## config.mk

```make
export PLATFORM = sky130hd
export DESIGN_NAME = deser_stream_flat
export DESIGN_NICKNAME = d
export VERILOG_FILES = /design/src/rtl/deser_stream_pkg.sv /design/src/rtl/deser_stream_if.sv /design/src/rtl/deser_out_reg.sv /design/src/rtl/deser_stream.sv /design/src/flat_wrapper.sv
export SDC_FILE = /design/constraint.sdc
export NUM_CORES = 1
export LEC_CHECK = 0
export BUFFER_PORTS_ARGS = -buffer_cell sky130_fd_sc_hd__buf_4
export CORE_MARGIN = 1
export CORE_UTILIZATION = 40
export DETAILED_ROUTE_END_ITERATION = 7
export PLACE_DENSITY = 0.6
export SYNTH_ARGS = -nofsm -noshare
export SYNTH_HDL_FRONTEND = slang
export SYNTH_SLANG_ARGS = --single-unit
export TNS_END_PERCENT = 5
```

## constraint.sdc

```tcl
create_clock -name clk_i -period 7.24 [get_ports clk_i]
set_input_delay 1.448 -clock clk_i [delete_from_list [all_inputs] [get_ports clk_i]]
set_output_delay 1.448 -clock clk_i [all_outputs]
set_load 0.1 [all_outputs]
```

## src/rtl/deser_stream_pkg.sv

```systemverilog
// ----------------------------------------------------------------------------
// deser_pkg : shared types and helpers for the serial-to-parallel converter
// Revision  : 1.0
// ----------------------------------------------------------------------------
`default_nettype none

package deser_pkg;

  typedef enum logic {
    ORDER_LSB_FIRST = 1'b0,
    ORDER_MSB_FIRST = 1'b1
  } bit_order_e;

  // Arrival counts and bit positions are carried as plain integers between helpers.
  typedef int bit_count_t;

  function automatic bit_count_t len_width(input bit_count_t data_w);
    return $clog2(data_w + 1);
  endfunction

  function automatic bit_count_t bit_index(input bit_count_t arrival,
                                           input bit_count_t data_w,
                                           input bit         msb_first);
    return msb_first ? (data_w - 1 - arrival) : arrival;
  endfunction

endpackage

`default_nettype wire

```

## src/rtl/deser_stream_if.sv

```systemverilog
// ----------------------------------------------------------------------------
// deser_stream_if : serial input and parallel valid/ready output bundle
// Revision        : 1.0
// ----------------------------------------------------------------------------
`default_nettype none

interface deser_stream_if #(
  parameter int DATA_W = 16,
  parameter int LEN_W  = $clog2(DATA_W + 1)
);

  logic              data_i;
  logic              data_val_i;
  logic              data_ready_o;
  logic              flush_i;
  logic [DATA_W-1:0] deser_data_o;
  logic [LEN_W-1:0]  deser_len_o;
  logic              deser_data_val_o;
  logic              deser_data_ready_i;

  modport slave (
    input  data_i, data_val_i, flush_i, deser_data_ready_i,
    output data_ready_o, deser_data_o, deser_len_o, deser_data_val_o
  );

  modport master (
    output data_i, data_val_i, flush_i, deser_data_ready_i,
    input  data_ready_o, deser_data_o, deser_len_o, deser_data_val_o
  );

endinterface

`default_nettype wire

```

## src/rtl/deser_out_reg.sv

```systemverilog
// ----------------------------------------------------------------------------
// deser_out_reg : one-entry valid/ready holding register for a word and length
// Revision      : 1.0
// ----------------------------------------------------------------------------
`default_nettype none

module deser_out_reg #(
  parameter int DATA_W = 16,
  parameter int LEN_W  = 5
) (
  input  logic              clk_i,
  input  logic              srst_i,
  input  logic              i_load,
  input  logic [DATA_W-1:0] i_data,
  input  logic [LEN_W-1:0]  i_len,
  input  logic              i_ready,
  output logic              o_valid,
  output logic [DATA_W-1:0] o_data,
  output logic [LEN_W-1:0]  o_len,
  output logic              o_free
);

  logic              r_valid;
  logic [DATA_W-1:0] r_data;
  logic [LEN_W-1:0]  r_len;

  // Free when empty or being drained this edge, so a new word can follow with no gap.
  assign o_free  = !r_valid || i_ready;
  assign o_valid = r_valid;
  assign o_data  = r_data;
  assign o_len   = r_len;

  always_ff @(posedge clk_i) begin
    if (srst_i) begin
      r_valid <= 1'b0;
      r_data  <= '0;
      r_len   <= '0;
    end else if (i_load) begin
      r_valid <= 1'b1;
      r_data  <= i_data;
      r_len   <= i_len;
    end else if (r_valid && i_ready) begin
      r_valid <= 1'b0;
    end
  end

endmodule

`default_nettype wire

```

## src/rtl/deser_stream.sv

```systemverilog
// ----------------------------------------------------------------------------
// deser_stream : parametrised serial-to-parallel converter with flush/backpressure
// Revision     : 1.0
// ----------------------------------------------------------------------------
`default_nettype none

module deser_stream
  import deser_pkg::*;
#(
  parameter int DATA_W    = 16,
  parameter bit MSB_FIRST = 1'b1
) (
  input  logic          clk_i,
  input  logic          srst_i,
  deser_stream_if.slave bus
);

  localparam int               LEN_W      = len_width(DATA_W);
  localparam logic [LEN_W-1:0] c_full_cnt = LEN_W'(DATA_W);

  logic [DATA_W-1:0] r_coll;
  logic [LEN_W-1:0]  r_cnt;
  logic              r_pend;

  logic [DATA_W-1:0] w_base_coll, w_coll_ins, w_coll_nxt, w_load_data, w_out_data;
  logic [LEN_W-1:0]  w_base_cnt, w_cnt_ins, w_cnt_nxt, w_load_len, w_out_len;
  logic              w_bit_acc, w_close, w_load, w_pend_nxt, w_out_free, w_out_valid;

  // A pending word always leaves on an edge where the output is free, so ready can track that.
  assign bus.data_ready_o = !r_pend || w_out_free;

  always_comb begin
    w_bit_acc   = bus.data_val_i && bus.data_ready_o;
    w_base_coll = r_pend ? '0 : r_coll;
    w_base_cnt  = r_pend ? '0 : r_cnt;

    w_coll_ins = w_base_coll;
    for (int i = 0; i < DATA_W; i++) begin
      if (w_bit_acc && (bit_index(int'(w_base_cnt), DATA_W, MSB_FIRST) == i)) begin
        w_coll_ins[i] = bus.data_i;
      end
    end
    w_cnt_ins = w_base_cnt + LEN_W'(w_bit_acc);

    w_close = (w_cnt_ins == c_full_cnt) ||
              (bus.flush_i && !r_pend && (w_cnt_ins != '0));

    w_load      = 1'b0;
    w_load_data = w_coll_ins;
    w_load_len  = w_cnt_ins;
    w_coll_nxt  = w_coll_ins;
    w_cnt_nxt   = w_cnt_ins;
    w_pend_nxt  = 1'b0;

    if (r_pend) begin
      if (w_out_free) begin
        // Held word moves out; the collector restarts with any bit taken this edge.
        w_load      = 1'b1;
        w_load_data = r_coll;
        w_load_len  = r_cnt;
      end else begin
        w_coll_nxt = r_coll;
        w_cnt_nxt  = r_cnt;
        w_pend_nxt = 1'b1;
      end
    end else if (w_close) begin
      if (w_out_free) begin
        w_load     = 1'b1;
        w_coll_nxt = '0;
        w_cnt_nxt  = '0;
      end else begin
        w_pend_nxt = 1'b1;
      end
    end
  end

  always_ff @(posedge clk_i) begin
    if (srst_i) begin
      r_coll <= '0;
      r_cnt  <= '0;
      r_pend <= 1'b0;
    end else begin
      r_coll <= w_coll_nxt;
      r_cnt  <= w_cnt_nxt;
      r_pend <= w_pend_nxt;
    end
  end

  deser_out_reg #(
    .DATA_W (DATA_W),
    .LEN_W  (LEN_W)
  ) u_out_reg (
    .clk_i   (clk_i),
    .srst_i  (srst_i),
    .i_load  (w_load),
    .i_data  (w_load_data),
    .i_len   (w_load_len),
    .i_ready (bus.deser_data_ready_i),
    .o_valid (w_out_valid),
    .o_data  (w_out_data),
    .o_len   (w_out_len),
    .o_free  (w_out_free)
  );

  assign bus.deser_data_val_o = w_out_valid;
  assign bus.deser_data_o     = w_out_data;
  assign bus.deser_len_o      = w_out_len;

endmodule

`default_nettype wire
```

## src/flat_wrapper.sv

```systemverilog
// flat-port wrapper written by rule: the top's interface ports become plain ports
module deser_stream_flat import deser_pkg::*;
#(
  parameter int DATA_W    = 16,
  parameter bit MSB_FIRST = 1'b1
)
  (clk_i, srst_i, bus_data_i, bus_data_val_i, bus_flush_i, bus_deser_data_ready_i, bus_data_ready_o, bus_deser_data_o, bus_deser_len_o, bus_deser_data_val_o);
  deser_stream_if #(.DATA_W(DATA_W)) bus_i ();
  input  logic clk_i;
  input  logic srst_i;
  input wire logic [$bits(bus_i.data_i)-1:0] bus_data_i;
  input wire logic [$bits(bus_i.data_val_i)-1:0] bus_data_val_i;
  input wire logic [$bits(bus_i.flush_i)-1:0] bus_flush_i;
  input wire logic [$bits(bus_i.deser_data_ready_i)-1:0] bus_deser_data_ready_i;
  output wire logic [$bits(bus_i.data_ready_o)-1:0] bus_data_ready_o;
  output wire logic [$bits(bus_i.deser_data_o)-1:0] bus_deser_data_o;
  output wire logic [$bits(bus_i.deser_len_o)-1:0] bus_deser_len_o;
  output wire logic [$bits(bus_i.deser_data_val_o)-1:0] bus_deser_data_val_o;
  assign bus_i.data_i = bus_data_i;
  assign bus_i.data_val_i = bus_data_val_i;
  assign bus_i.flush_i = bus_flush_i;
  assign bus_i.deser_data_ready_i = bus_deser_data_ready_i;
  assign bus_data_ready_o = bus_i.data_ready_o;
  assign bus_deser_data_o = bus_i.deser_data_o;
  assign bus_deser_len_o = bus_i.deser_len_o;
  assign bus_deser_data_val_o = bus_i.deser_data_val_o;
  deser_stream #(.DATA_W(DATA_W), .MSB_FIRST(MSB_FIRST)) u_core (.clk_i(clk_i), .srst_i(srst_i), .bus(bus_i));
endmodule
```

==> qor.txt <==
status: finished clean
Post-synth EDFFs: 0
Layout Nets: 273
aggregate global-route resource usage: 17.2%
warning count from the yosys run: 0
Vias: 1789
Fmax: 0.207 GHz
most instantiated library cell after synthesis: dfxtp_1
TNS Setup: 0 ps
hold depth: 2
first-pass GRT wire length: 8200 um
1st-iter DRT viols: 105
layout cells sized above 1: 23.9%
Die Footprint: 0.00599 sq mm
Final Slew Violations: 0
hpwl dp: 3250 um
first-pass iteration count of the detailed router: 4
area delta synth->final: 13.3%
CP Capture Type: register
relative slew slack: 27.0%
final hold vios: 0
CTS Buf Count: 5
post-CTS sizing: 0
RR Startpoint: u_core.r_pend$_SDFF_PP0_
leakage: 1.02 nW
final hold slack: 484 ps
synth top area cells: dfxtp_1, a211oi_2, mux2i_1, nand3_1, nor2_1
diode count: 0
largest net degree at the start of global routing: 35
flop-to-flop setup slack: 3190 ps
Mean Syn Cell Area: 9.20 sq um
DR WL/cell: 14.5 um
Synth top cells by count: dfxtp_1, nor2_1, nand3_1
Netlist Area Pre-Place: 0.00227 sq mm
Post-Route WL: 4880 um
Gate Count Post-Synth: 247
ys flop type: dfxtp_1
Synth async-reset ratio: 0%
number of setup buffers added after CTS: 0
#FFs+latches synth: 44
vias in the first global route: 1649
Synth top area share: 38.7%
Post-Syn Nets: 255
cell area power density: 267 mW/mm^2
Slew @ Worst Pin: 1090 ps
final setup vio count: 0
Netlist cell types: 41
clk_lat worst skew: 290 ps
worst hold path startpoint: u_core.r_coll[3]$_SDFFE_PP0N_
Std-Cell Core Area: 0.00551 sq mm
DRC Markers: 0
VDD IR max: 0.000170 V
Hold Path End: u_core.r_coll[3]$_SDFFE_PP0N_
startpoint types: input port
worst-path maximum fanout: 34
number of top-level pins: 29
RSZ-0062 raised after global routing: no
hold buffers post-CTS: 0
Max-cap violations: 0
CTS tree: done
IO Port Bufs: 28
die height: 77.4 um
GP Congestion: 0.810
WS Path Type: input port to register
total power: 0.000686 W
Starting Density: 41.3%
arrival time of the worst setup path: 5010 ps
Root Driver: clkbuf_8
register area share after synthesis: 38.7%
reg2reg path depth: 11
Clock Sinks: 44
vias per cell: 5.32
grt ovf: 0
H-Tree Level Count: 2
Chip Width: 77.4 um
initial antenna violation count: 0
final worst path period share: 66.8%
clk_skew: 4.31 ps
clk buf depth: 2
biggest area consumer among synthesized cells: dfxtp_1
Hold Crit Class: register to register
# rows: 27
Req. time, crit path: 7410 ps
fin crit period: 4830 ps
post-route ant nets: 0
Reg2Reg Capture Point: u_core.r_coll[9]$_SDFFE_PP0N_
Worst-path clk slew: 80 ps
[routing by layer]
layer | part of all wire [%] | GRT usage (%) | wire length [um]
met5 | 0 | 0 | 0
met4 | 1.3 | 5.66 | 63
met3 | 3.3 | 2.94 | 160
met2 | 42 | 25.4 | 2070
met1 | 53 | 25.0 | 2590
[stage by stage]
step	setup WS [ps]	cells	cell area [sq um]	util, %
4_1_cts	2440	336	2570	46.8
5_1_grt	2160	336	2570	46.8
3_5_place_dp	2130	330	2480	45.0
6_report	2410	336	2570	46.8
3_3_place_gp	2180	330	2480	45.0
2_1_floorplan	2610	247	2270	-
[power breakdown]
| group | switching [W] | leakage, nW | internal, W | total (W) |
|---|---|---|---|---|
| sequential | 0.0000118 | 0.359 | 0.000260 | 0.000272 |
| combinational | 0.000179 | 0.609 | 0.0000553 | 0.000235 |
| clock | 0.0000808 | 0.0501 | 0.0000991 | 0.000180 |
| total | 0.000272 | 1.02 | 0.000415 | 0.000686 |
[sequential cells by signal, summed over array words and instances (netlist names)]
signal	flops
u_core.u_out_reg.o_len	5
u_core.r_cnt	5
u_core.r_coll	16
u_core.u_out_reg.o_data	16
u_core.r_pend	1
u_core.u_out_reg.o_valid	1
[worst max-delay path by stage]
stage	from	end	slack [ps]	cells after the start
4_1_cts	bus_deser_data_ready_i	u_core.u_out_reg.o_data[12]$_SDFFE_PP0P_	2440	13
5_1_grt	bus_deser_data_ready_i	u_core.u_out_reg.o_data[11]$_SDFFE_PP0P_	2160	13
3_3_place_gp	bus_deser_data_ready_i	u_core.r_coll[9]$_SDFFE_PP0N_	2180	13
3_5_place_dp	bus_deser_data_ready_i	u_core.u_out_reg.o_data[12]$_SDFFE_PP0P_	2130	13
6_report	bus_deser_data_ready_i	u_core.r_coll[9]$_SDFFE_PP0N_	2410	13
2_1_floorplan	bus_deser_data_ready_i	u_core.u_out_reg.o_data[10]$_SDFFE_PP0P_	2610	12
[cell families after synthesis]
family          count (synthesis)  share of synthesized area (%)
xor+xnor                        5                           1.93
compound gates                 53                           21.6
flops                          44                           38.7
buf+inv                        21                           5.12
simple gates                  103                           23.1
mux                            19                           8.37
fa+ha+maj                       2                           1.10
[layout make-up]
cell class	instances	area, sq um
fill	556	2930
inverter	3	11.3
clock inverter	1	30.0
timing repair buffer	29	218
multi-input combinational	182	1280
sequential	44	881
clock buffer	5	68.8
tap	72	90.1
[layout by cell type (no fill, tap or decap), drive strengths merged, types with 2 or more instances in the layout]
cell type	netlist	routed
inv	2	2
o21ai	7	7
a31oi	4	4
nor2	29	29
and2	5	5
clkbuf	8	5
nand4	4	4
a21o	2	2
ha	2	2
nor3	5	5
a22o	2	2
and3	2	2
nand2	20	20
nor2b	7	7
nand3	23	23
dfxtp	44	44
xnor2	4	4
nor3b	2	2
a211oi	20	20
a21oi	3	3
mux2i	19	19
nand2b	2	2
o22ai	10	10
nand4b	2	2
buf	10	29
[critical path: stages]
cell and delay (ps):
buf_4 110, nor2b_1 410, nand2_1 190, and2_1 230
ha_1 200, ha_1 320, nor3b_1 190, mux2i_1 140
a21o_2 240, a31oi_4 880, buf_4 390, nand4b_1 140
o21ai_1 90
(Power assumes the default switching activity.)
